<file path="src/rtl/dds_pkg.sv">
`default_nettype none
// ============================================================================
// Module      : dds_pkg
// Description : Shared widths and configuration-FSM state encoding for the
//               DDS phase-accumulator front end.
// Revision    : 1.0 - initial release
// ============================================================================
package dds_pkg;

    localparam int ACC_W_DEF   = 32;
    localparam int ADDR_W_DEF  = 14;
    localparam int ROM_LAT_DEF = 1;

    // Configuration FSM state encoding
    typedef logic [1:0] cfg_state_t;
    localparam logic [1:0] ST_IDLE      = 2'd0;
    localparam logic [1:0] ST_PEND_IMM  = 2'd1;
    localparam logic [1:0] ST_PEND_WRAP = 2'd2;

endpackage : dds_pkg
`default_nettype wire

</file>
<file path="src/rtl/dds_flag_delay.sv">
`default_nettype none
// ============================================================================
// Module      : dds_flag_delay
// Description : ROM_LAT-deep shift register carrying {valid, wrap} so the
//               flags line up with the wave-ROM output data.
// Revision    : 1.0 - initial release
// ============================================================================
module dds_flag_delay #(
    parameter int ROM_LAT = 1
) (
    input  logic       clk,
    input  logic       rst,
    input  logic [1:0] d,
    output logic [1:0] q
);

    // Stage 0 occupies the low two bits; the oldest stage is at the top.
    logic [2*ROM_LAT-1:0] r_line;

    generate
        if (ROM_LAT == 1) begin : g_single
            // Single register stage
            always_ff @(posedge clk) begin
                if (rst) begin
                    r_line <= '0;
                end else begin
                    r_line <= d;
                end
            end
        end else begin : g_chain
            // Shift new flags in at the bottom, oldest falls out the top
            always_ff @(posedge clk) begin
                if (rst) begin
                    r_line <= '0;
                end else begin
                    r_line <= {r_line[2*ROM_LAT-3:0], d};
                end
            end
        end
    endgenerate

    assign q = r_line[2*ROM_LAT-1 -: 2];

endmodule : dds_flag_delay
`default_nettype wire

</file>
<file path="src/rtl/dds_phase_acc.sv">
`default_nettype none
// ============================================================================
// Module      : dds_phase_acc
// Description : DDS phase accumulator. Produces the wave-ROM address stream
//               from an active tuning word and phase offset, with a
//               single-entry shadow register for immediate or
//               phase-continuous (at wrap) updates, and ROM-aligned flags.
// Revision    : 1.0 - initial release
// ============================================================================
module dds_phase_acc
    import dds_pkg::*;
#(
    parameter int ACC_W   = ACC_W_DEF,
    parameter int ADDR_W  = ADDR_W_DEF,
    parameter int ROM_LAT = ROM_LAT_DEF
) (
    input  logic              clock,
    input  logic              reset,
    input  logic              en,
    input  logic [ACC_W-1:0]  ftw_in,
    input  logic [ADDR_W-1:0] pow_in,
    input  logic              upd_mode,
    input  logic              cfg_load,
    output logic              cfg_busy,
    output logic              cfg_done,
    output logic              cfg_rej,
    output logic [ADDR_W-1:0] address,
    output logic              addr_valid,
    output logic              wrap_pulse,
    output logic              q_valid,
    output logic              q_wrap
);

    logic [ACC_W-1:0]  r_acc;
    logic [ACC_W-1:0]  r_ftw_a;
    logic [ADDR_W-1:0] r_pow_a;
    logic [ACC_W-1:0]  r_sh_ftw;
    logic [ADDR_W-1:0] r_sh_pow;
    logic [ADDR_W-1:0] r_addr;
    logic              r_valid;
    logic              r_wrap;
    cfg_state_t        r_state;
    logic              r_done;
    logic              r_rej;

    logic [ACC_W:0]    w_sum;
    logic              w_carry;
    logic [1:0]        w_q_flags;

    // One extra bit captures the accumulator carry-out (period wrap)
    assign w_sum   = {1'b0, r_acc} + {1'b0, r_ftw_a};
    assign w_carry = w_sum[ACC_W];

    // Accumulator and address register; address uses the pre-increment phase
    always_ff @(posedge clock) begin
        if (reset) begin
            r_acc   <= '0;
            r_addr  <= '0;
            r_valid <= 1'b0;
            r_wrap  <= 1'b0;
        end else begin
            r_valid <= en;
            r_wrap  <= en & w_carry;
            if (en) begin
                r_acc  <= w_sum[ACC_W-1:0];
                r_addr <= r_acc[ACC_W-1 -: ADDR_W] + r_pow_a;
            end
        end
    end

    // Configuration FSM: shadow load, immediate or at-wrap apply, reject
    always_ff @(posedge clock) begin
        if (reset) begin
            r_state  <= ST_IDLE;
            r_ftw_a  <= '0;
            r_pow_a  <= '0;
            r_sh_ftw <= '0;
            r_sh_pow <= '0;
            r_done   <= 1'b0;
            r_rej    <= 1'b0;
        end else begin
            r_done <= 1'b0;
            // Any load that finds the shadow occupied is dropped, even one
            // arriving on the very edge the pending update is applied.
            r_rej  <= cfg_load & (r_state != ST_IDLE);
            case (r_state)
                ST_IDLE: begin
                    if (cfg_load) begin
                        r_sh_ftw <= ftw_in;
                        r_sh_pow <= pow_in;
                        r_state  <= upd_mode ? ST_PEND_WRAP : ST_PEND_IMM;
                    end
                end
                ST_PEND_IMM: begin
                    r_ftw_a <= r_sh_ftw;
                    r_pow_a <= r_sh_pow;
                    r_done  <= 1'b1;
                    r_state <= ST_IDLE;
                end
                ST_PEND_WRAP: begin
                    // The accumulator still adds the old word on this edge
                    if (en && w_carry) begin
                        r_ftw_a <= r_sh_ftw;
                        r_pow_a <= r_sh_pow;
                        r_done  <= 1'b1;
                        r_state <= ST_IDLE;
                    end
                end
                default: begin
                    r_state <= ST_IDLE;
                end
            endcase
        end
    end

    dds_flag_delay #(
        .ROM_LAT (ROM_LAT)
    ) u_flag_delay (
        .clk (clock),
        .rst (reset),
        .d   ({r_valid, r_wrap}),
        .q   (w_q_flags)
    );

    assign cfg_busy   = (r_state != ST_IDLE);
    assign cfg_done   = r_done;
    assign cfg_rej    = r_rej;
    assign address    = r_addr;
    assign addr_valid = r_valid;
    assign wrap_pulse = r_wrap;
    assign q_valid    = w_q_flags[1];
    assign q_wrap     = w_q_flags[0];

endmodule : dds_phase_acc
`default_nettype wire

</file>
<file path="config.mk">
export PLATFORM = sky130hd
export DESIGN_NAME = dds_phase_acc
export DESIGN_NICKNAME = d
export VERILOG_FILES = /design/src/rtl/dds_pkg.sv /design/src/rtl/dds_flag_delay.sv /design/src/rtl/dds_phase_acc.sv
export SDC_FILE = /design/constraint.sdc
export NUM_CORES = 1
export LEC_CHECK = 0
export CORE_MARGIN = 2
export CORE_UTILIZATION = 62
export CTS_CLUSTER_DIAMETER = 100
export DETAILED_ROUTE_END_ITERATION = 16
export HOLD_SLACK_MARGIN = 0.1
export PLACE_DENSITY = 0.85
export SETUP_SLACK_MARGIN = 0.1
export SYNTH_ARGS = -nofsm -noshare
export SYNTH_HDL_FRONTEND = slang
export SYNTH_SLANG_ARGS = --single-unit
</file>
<file path="constraint.sdc">
create_clock -name clock -period 5.8 [get_ports clock]
set_clock_uncertainty 0.15 [all_clocks]
set_input_delay 0.58 -clock clock [delete_from_list [all_inputs] [get_ports clock]]
set_output_delay 0.58 -clock clock [all_outputs]
set_load 0.05 [all_outputs]
</file>
# Word-level counts from Yosys, hierarchy flattened
# Index checks and enable logic that the tools add are counted.
# classes
add_sub_neg	2
n_eq_ne	4
muxes	10
bitwise	2
n_reduce_logical	7
# ops
cell	count
32-bit one-hot mux with 2 select lines	1
32-bit by 32-bit adder with 33-bit output	1
32-bit two-way mux	1
14-bit one-hot mux with 2 select lines	1
14-bit adder	1
14-bit two-way mux	1
2-bit two-way mux	3
2-bit AND reduction	3
2-bit != test, second input constant	2
2-bit one-hot mux with 2 select lines	1
2-bit nonzero test	2
1-bit bitwise AND	2
2-bit by 1-bit equality test with 1-bit output, second input constant	1
2-bit equality test, second input constant	1
2-bit zero test	1
1-bit one-hot mux with 2 select lines	1
1-bit logical AND	1
1-bit two-way mux	1
# word_totals
register_bits	146
in_bits	51
elab_cells	37

# Depth between registers and ports, before layout
# Gate-level depths: netlist (run 1).
# depth
word_depth	4
ltp_mapped	13
mapped_depth_nobuf	12

# Cells and area by module
# From an unflattened synthesis (run 1), not the netlist that was laid out.
# unflattened
cells_unflattened	878
hier_area_um2	7724.9
# by_module_without_submodules
mod	instances	cells_each	area_each_um2	seq_area_each_um2
dds_phase_acc	1	874	7672.4	2882.8
dds_flag_delay	1	4	52.6	40.0

# Worst setup path after synthesis (run 1)
# Ideal clock, no wire load.
# synth_path
kind	reg2reg
startpoint	reg r_acc[0]
endpoint	reg r_ftw_a[0]
setup_time_ps	72
arrival_ps	2810
required_time_ps	5578
slack_ps	2768
stages_incl_launch_ff	14
path_buffers	2
synth_period_minus_slack_ps	3032
path_cell_list	dfxtp_1 -> ha_1 -> fa_1 -> a211oi_1 -> o31a_2 -> a211oi_2 -> o311a_1 -> o21ai_2 -> a21oi_2 -> o21ai_2 -> and2_4 -> buf_6 -> buf_8 -> mux2i_1
# synth_via
elab_chain_cells	4
# synth_rtl
element	line_no	rtl
from (decl)	dds_phase_acc.sv:34	logic [ACC_W-1:0] r_acc;
from (signal assigned)	dds_phase_acc.sv:65	r_acc <= w_sum[ACC_W-1:0];
32-bit by 32-bit adder with 33-bit output	dds_phase_acc.sv:51	assign w_sum = {1'b0, r_acc} + {1'b0, r_ftw_a};
1-bit logical AND	dds_phase_acc.sv:102	if (en && w_carry) begin
2-bit != test (no source line)	-	
2-bit AND reduction (no source line)	-	
to (signal assigned)	dds_phase_acc.sv:95	r_ftw_a <= r_sh_ftw;
to (signal assigned)	dds_phase_acc.sv:103	r_ftw_a <= r_sh_ftw;
to (decl)	dds_phase_acc.sv:35	logic [ACC_W-1:0] r_ftw_a;
# Every way passes these cells.
# A chain may end at the register's enable or synchronous reset.

# Worst setup path in the final report (run 1)
# layout_path
startpoint	reg r_acc[0]
endpoint	reg r_ftw_a[9]
# Same word-level chain as after synthesis.

==> results.sh, run 1 <==
export IMPL_grt_pass1_wl_mm=27.9
export IMPL_syn2layout_area_growth_pct=16.7
export IMPL_fin_nets=1046
export IMPL_clockPowerShare_pct=44.1
export IMPL_htreeDepth=4
export IMPL_routed_via_density=5.71
export IMPL_run_status="complete, no violations"
export IMPL_synth_warnings=0
export IMPL_post_cts_setup_buffers=0
export IMPL_ant_nets=0
export IMPL_syn_inst=900
export IMPL_stdcell_count=1105
export IMPL_rows=40
export IMPL_syn_avg_cell_area_um2=8.32
export IMPL_antenna_found_initial=0
export IMPL_start_util_pct=62.9
export IMPL_worstPathCellList="ha_1, fa_1, a211oi_1, o31a_2, a211oi_2, o311a_1, o21ai_2, a21oi_2, o21ai_2, and2_4, mux2i_1"
export IMPL_ir_drop_mv=0.188
export IMPL_pin_count=72
export IMPL_cts_tree="done"
export IMPL_clock_sinks=146
export IMPL_n_antenna_cell=0
export IMPL_crit_top_cell="o21ai_2"
export IMPL_cpLargestDelayFamily="compound AO/OA/AOI/OAI gates"
export IMPL_seq_area_frac_synth_pct=39.0
export IMPL_wl_per_cell_um=14.7
export IMPL_dr_wl_met3_um=630
export IMPL_max_freq_ghz=0.270
export IMPL_power_density_nw_per_um2=274
export IMPL_setup_tns_ns=0
export IMPL_drt_met1_wl_mm=7.73
export IMPL_cts_buffers=17
export IMPL_met2_length_mm=7.38
export IMPL_slowest_stage="and2_4"
export IMPL_relSlewSlack_pct=40.3
export IMPL_power_frac_seq_pct=44.7
export IMPL_path_depth=11
export IMPL_worst_path_buf_inv=0
export IMPL_synth_area_leaders="dfxtp_1 39%, nand2_1 11%, mux2i_1 9.2%"
export IMPL_drc_errors=0
export IMPL_yosysUniqueCellTypes=63
export IMPL_vias=6308
export IMPL_period_needed_ns=3.71
export IMPL_p_sw_w=0.000611
export IMPL_globalplace_congestion=0.885
export IMPL_p_int_w=0.00178
export IMPL_tightestPinTransition_ns=0.895
export IMPL_dieArea_um2=13000
export IMPL_max_stage_delay_ns=0.73
export IMPL_final_util_pct=73.4
export IMPL_grt_pass1_vias=5990
export IMPL_placedCellCount=1073
export IMPL_port_buffers=71
export IMPL_r2r_setup_slack_ns=2.09
export IMPL_min_to="r_ftw_a[16]$_SDFFE_PP0P_"
export IMPL_drive_gt1_share_pct=5.85
export IMPL_grt_ovfl_total=0
export IMPL_finalSetupViolations=0
export IMPL_setup_worst_path_end_class="register"
export IMPL_yosys_most_used_dff="dfxtp_1"
export IMPL_final_max_slew_viol_count=0
export IMPL_hold_path_startpoint="r_sh_ftw[16]$_SDFFE_PP0P_"
export IMPL_die_w_um=114
export IMPL_dp_hpwl_mm=11.0
export IMPL_dieHeight_um=114
export IMPL_ys_ff_latch=146
export IMPL_hold_viol_final=0
export IMPL_crit_arrival_ns=3.91
export IMPL_clockBufferDepth=2
export IMPL_synth_edf_count=0
export IMPL_hp_class="register to register"
export IMPL_r2r_end="r_ftw_a[9]$_SDFFE_PP0P_"
export IMPL_comb_power_share_pct=11.2
export IMPL_path_clk_slew_ns=0.06
export IMPL_core_area_um2=11900
export IMPL_grtUsageTotal_pct=27.0
export IMPL_crit_fanout=46
export IMPL_cts_hold_buf=0
export IMPL_highest_signal_layer="met4"
export IMPL_insertion_delay_ns=0.43
export IMPL_start_kind="register"
export IMPL_drtPass1Iterations=5
export IMPL_clockRootBuffer="clkbuf_16"
export IMPL_hold_depth=2
export IMPL_syn_nets=1001
export IMPL_swShare_pct=25.5
export IMPL_timing_worst_setup_path_type="register to register"
export IMPL_yosys_area_top_type_share_pct=39.0
export IMPL_async_flop_share_pct=0
export IMPL_rr_startpoint="r_acc[0]$_SDFFE_PP0P_"
export IMPL_fin_crit_sh_pct=63.9
export IMPL_rsz0062_at_grt="false"
export IMPL_synth_common_cells="218 x nand2_1, 146 x dfxtp_1, 86 x a21oi_1"
export IMPL_drt_iter0_drc=367
export IMPL_cts_resized=0
export IMPL_power_leakage_nw=3.94
export IMPL_synth_most_common_cell="nand2_1"
export IMPL_synth_top_area_cell="dfxtp_1"
export IMPL_syn_area_um2=7490
export IMPL_wl_mm=16.2
export IMPL_maxCapViolCount=0
export IMPL_reg2reg_depth=11
export IMPL_crit_required_ns=6.00
export IMPL_grt_max_degree=57
-- placed cells by master (no fill, tap or decap), types with 6 or more instances in the layout --
master,instances
a31oi_1,9
nor2b_1,8
mux2i_1,69
inv_1,19
nand2_1,218
a211oi_1,12
dfxtp_1,146
nor3_1,11
a21o_1,22
ha_1,48
xor2_1,7
nand3_1,13
a21oi_1,86
o21ai_0,16
nand4_1,6
xnor2_1,28
nor2_1,57
clkdlybuf4s50_1,69
clkbuf_16,17
-- sequential cells by signal (all words and copies together), names as in the netlist --
name / flops
u_flag_delay.q: 2
r_ftw_a: 32
addr_valid: 1
r_pow_a: 14
r_sh_pow: 14
cfg_done: 1
address: 14
wrap_pulse: 1
r_state: 2
r_acc: 32
r_sh_ftw: 32
cfg_rej: 1
-- layer usage --
| layer | GRT usage (%) | vias to the layer above |
|---|---|---|
| met5 | 0 | - |
| met4 | 13.4 | 0 |
| met3 | 5.10 | 35 |
| met2 | 43.4 | 136 |
| met1 | 35.0 | 2946 |
| li1 | - | 3191 |
-- layout make-up --
type,instances,area (um^2)
Multi-Input combinational cell,684,4250
Inverter,20,75.1
Clock buffer,18,429
Timing Repair Buffer,76,738
Clock inverter,14,141
Tap cell,147,184
Sequential cell,146,2920
Fill cell,903,3170
-- worst register-to-register path, delay by kind of cell, from the launching register on --
family	cells	cell delay, ns
adders and majority gates	2	0.68
AOI/OAI and AO/OA	7	1.45
DFF	1	0.31
and+or+nand+nor	1	0.73
muxes	1	0.32
-- how the worst max path moves through the flow --
stage                               to                  start
6_report       r_ftw_a[9]$_SDFFE_PP0P_  r_acc[0]$_SDFFE_PP0P_
5_1_grt        r_ftw_a[9]$_SDFFE_PP0P_  r_acc[0]$_SDFFE_PP0P_
4_1_cts        r_ftw_a[9]$_SDFFE_PP0P_  r_acc[0]$_SDFFE_PP0P_
3_5_place_dp   r_ftw_a[9]$_SDFFE_PP0P_  r_acc[0]$_SDFFE_PP0P_
3_3_place_gp   r_ftw_a[9]$_SDFFE_PP0P_  r_acc[0]$_SDFFE_PP0P_
2_1_floorplan  r_ftw_a[0]$_SDFFE_PP0P_  r_acc[0]$_SDFFE_PP0P_
-- power groups by stage --
| stage | sequential, W | clock [W] | combinational [W] |
|---|---|---|---|
| global placement | 0.00109 | 0 | 0.000260 |
| floorplan | 0.00110 | 0 | 0.000183 |
| global route | 0.00108 | 0.00111 | 0.000297 |
| CTS | 0.00107 | 0.00107 | 0.000268 |
| detailed placement | 0.00109 | 0 | 0.000266 |
| finish | 0.00107 | 0.00106 | 0.000268 |
-- kinds of logic (layout without fill, tap and decap cells) --
| logic type | Yosys count | after routing | synth area share [%] |
|---|---|---|---|
| DFF | 146 | 146 | 39.0 |
| xor gates and xnor gates | 35 | 35 | 4.09 |
| AOI/OAI and AO/OA | 190 | 190 | 15.9 |
| adders and majority gates | 50 | 50 | 8.56 |
| buffers and inverters | 70 | 128 | 4.21 |
| muxes | 69 | 69 | 9.22 |
| and+or+nand+nor | 340 | 340 | 19.0 |
-- stage by stage --
step                      setup WS (ns)  hold WS (ns)  cell area, um^2  power, W
after CTS                          2.08         0.306             8740   0.00241
after global placement             2.30         0.287             8170   0.00135
after detailed placement           2.14         0.297             8170   0.00136
final                              2.09         0.303             8740   0.00239
after global routing               1.87         0.320             8740   0.00249
after floorplan                    2.77         0.279             7490   0.00128
(Power assumes the default switching activity.)
==> run 2, diff against run 1 <==
CORE_UTILIZATION = 58   (was 62)
PLACE_DENSITY = 0.81   (was 0.85)
clock period = 3.8 ns   (was 5.8 ns; I/O delays follow)
==> run 2 against run 1 <==
Sequential cell count did not move; via count fell by 1.6%; sequential share of layout area barely moved; die area rose by 6.6%; global-route usage fell by 3.4 points; maximum frequency rose by 7.0%; cell count rose by 2.4%; register-to-register slack got worse by 1.8 ns; count of clock-buffer cells in the layout rose by 2; critical endpoint is now r_pow_a[0]$_SDFFE_PP0P_; highest routed layer unchanged.
==> results.sh, run 2 (synthesis results as in run 1) <==
export IMPL_run_status="complete, no violations"
export IMPL_insertion_delay_ns=0.42
export IMPL_cts_resized=0
export IMPL_drive_gt1_share_pct=5.94
export IMPL_grt_pass1_vias=5728
export IMPL_finalSetupViolations=0
export IMPL_ir_drop_mv=0.279
export IMPL_dieArea_um2=13800
export IMPL_timing_worst_setup_path_type="register to register"
export IMPL_cts_hold_buf=0
export IMPL_antenna_found_initial=0
export IMPL_power_leakage_nw=3.93
export IMPL_final_max_slew_viol_count=0
export IMPL_syn2layout_area_growth_pct=16.8
export IMPL_pin_count=72
export IMPL_maxCapViolCount=0
export IMPL_final_cell_mix="218 x nand2_1, 146 x dfxtp_1, 86 x a21oi_1"
export IMPL_wl_per_cell_um=14.1
export IMPL_rr_startpoint="r_acc[0]$_SDFFE_PP0P_"
export IMPL_r2r_end="r_pow_a[0]$_SDFFE_PP0P_"
export IMPL_vias=6206
export IMPL_rows=41
export IMPL_setup_tns_ns=0
export IMPL_wl_mm=16.0
export IMPL_routed_via_density=5.49
export IMPL_grt_max_degree=65
export IMPL_reg_top3="r_acc x32, r_ftw_a x32, r_sh_ftw x32"
export IMPL_power_total_w=0.00352
export IMPL_dieHeight_um=118
export IMPL_clockRootBuffer="clkbuf_16"
export IMPL_hp_class="input port to register"
export IMPL_setup_worst_path_end_class="register"
export IMPL_ant_nets=0
export IMPL_max_freq_ghz=0.289
export IMPL_hold_path_startpoint="en"
export IMPL_period_needed_ns=3.46
export IMPL_grt_pass1_wl_mm=26.8
export IMPL_placedCellCount=1101
export IMPL_start_kind="register"
export IMPL_r2r_setup_slack_ns=0.34
export IMPL_stdcell_count=1131
export IMPL_path_clk_slew_ns=0.06
export IMPL_clock_sinks=146
export IMPL_crit_fanout=24
export IMPL_final_util_pct=69.3
export IMPL_cts_tree="done"
export IMPL_fin_crit_sh_pct=91.2
export IMPL_hold_ws_ns=0.125
export IMPL_relSlewSlack_pct=46.6
export IMPL_drtPass1Iterations=5
export IMPL_globalplace_congestion=0.941
export IMPL_die_w_um=118
export IMPL_fin_nets=1049
export IMPL_port_buffers=71
export IMPL_grtUsageTotal_pct=23.6
export IMPL_min_to="r_acc[31]$_SDFFE_PP0P_"
export IMPL_n_antenna_cell=0
export IMPL_cts_buffers=17
export IMPL_final_common_cell="nand2_1"
export IMPL_dp_hpwl_mm=11.3
export IMPL_drt_iter0_drc=423
export IMPL_power_density_nw_per_um2=402
export IMPL_clockBufferDepth=2
export IMPL_start_util_pct=59.3
export IMPL_tightestPinTransition_ns=0.799
export IMPL_post_cts_setup_buffers=0
export IMPL_hold_viol_final=0
export IMPL_hold_depth=2
export IMPL_core_area_um2=12600
export IMPL_reg2reg_depth=12
export IMPL_crit_required_ns=3.99
export IMPL_crit_arrival_ns=3.66
export IMPL_htreeDepth=4
export IMPL_grt_ovfl_total=0
export IMPL_drc_errors=0
export IMPL_rsz0062_at_grt="false"
[run 2: cell types whose count changed in the layout (fill, tap and decap cells not counted), sizes merged]
cell,delta
buf,+3
clkbuf,+2
clkinv,-2
bufinv,-2
[run 2: power by group]
group          switching (W)  internal (W)
sequential         0.0000364       0.00160
combinational       0.000241      0.000168
clock               0.000624      0.000853
[run 2: through the flow]
step	setup WS, ns	area [um^2]
final	0.335	8740
after global routing	0.162	8740
after CTS	0.334	8740
after detailed placement	0.378	8220
after global placement	0.498	8220
after floorplan	0.768	7490
[run 2: per-layer routing]
metal | global-route usage [%] | routed length (um) | vias up
met2 | 37.9 | 7250 | 163
li1 | - | - | 3193
met5 | 0 | 0 | -
met1 | 31.4 | 7650 | 2829
met4 | 8.89 | 291 | 0
met3 | 4.75 | 777 | 21
[run 2: cell type report]
type,count,area (um^2)
sequential,146,2920
clock inverter,10,63.8
clock buffer,20,457
fill,1042,3880
multi-input combinational,684,4250
tap,172,215
timing repair buffer,79,761
inverter,20,75.1
[run 2: critical path: stages, from the launching register on]
cell	delay [ns]
dfxtp_1	0.31
ha_1	0.23
fa_1	0.43
a211oi_1	0.24
o31a_2	0.22
a211oi_2	0.09
o311a_1	0.37
o21ai_2	0.21
a21oi_2	0.13
o21ai_2	0.18
and2_4	0.16
buf_4	0.38
mux2i_1	0.26
[run 2: how the worst max path moves through the flow]
stage | startpoint | end | slack (ns) | cells past startpoint
2_1_floorplan | r_acc[0]$_SDFFE_PP0P_ | r_ftw_a[0]$_SDFFE_PP0P_ | 0.77 | 13
5_1_grt | r_acc[0]$_SDFFE_PP0P_ | r_pow_a[0]$_SDFFE_PP0P_ | 0.16 | 12
3_5_place_dp | r_acc[0]$_SDFFE_PP0P_ | r_pow_a[11]$_SDFFE_PP0P_ | 0.38 | 12
4_1_cts | r_acc[0]$_SDFFE_PP0P_ | r_pow_a[0]$_SDFFE_PP0P_ | 0.33 | 12
6_report | r_acc[0]$_SDFFE_PP0P_ | r_pow_a[0]$_SDFFE_PP0P_ | 0.34 | 12
3_3_place_gp | r_acc[0]$_SDFFE_PP0P_ | r_ftw_a[7]$_SDFFE_PP0P_ | 0.50 | 12
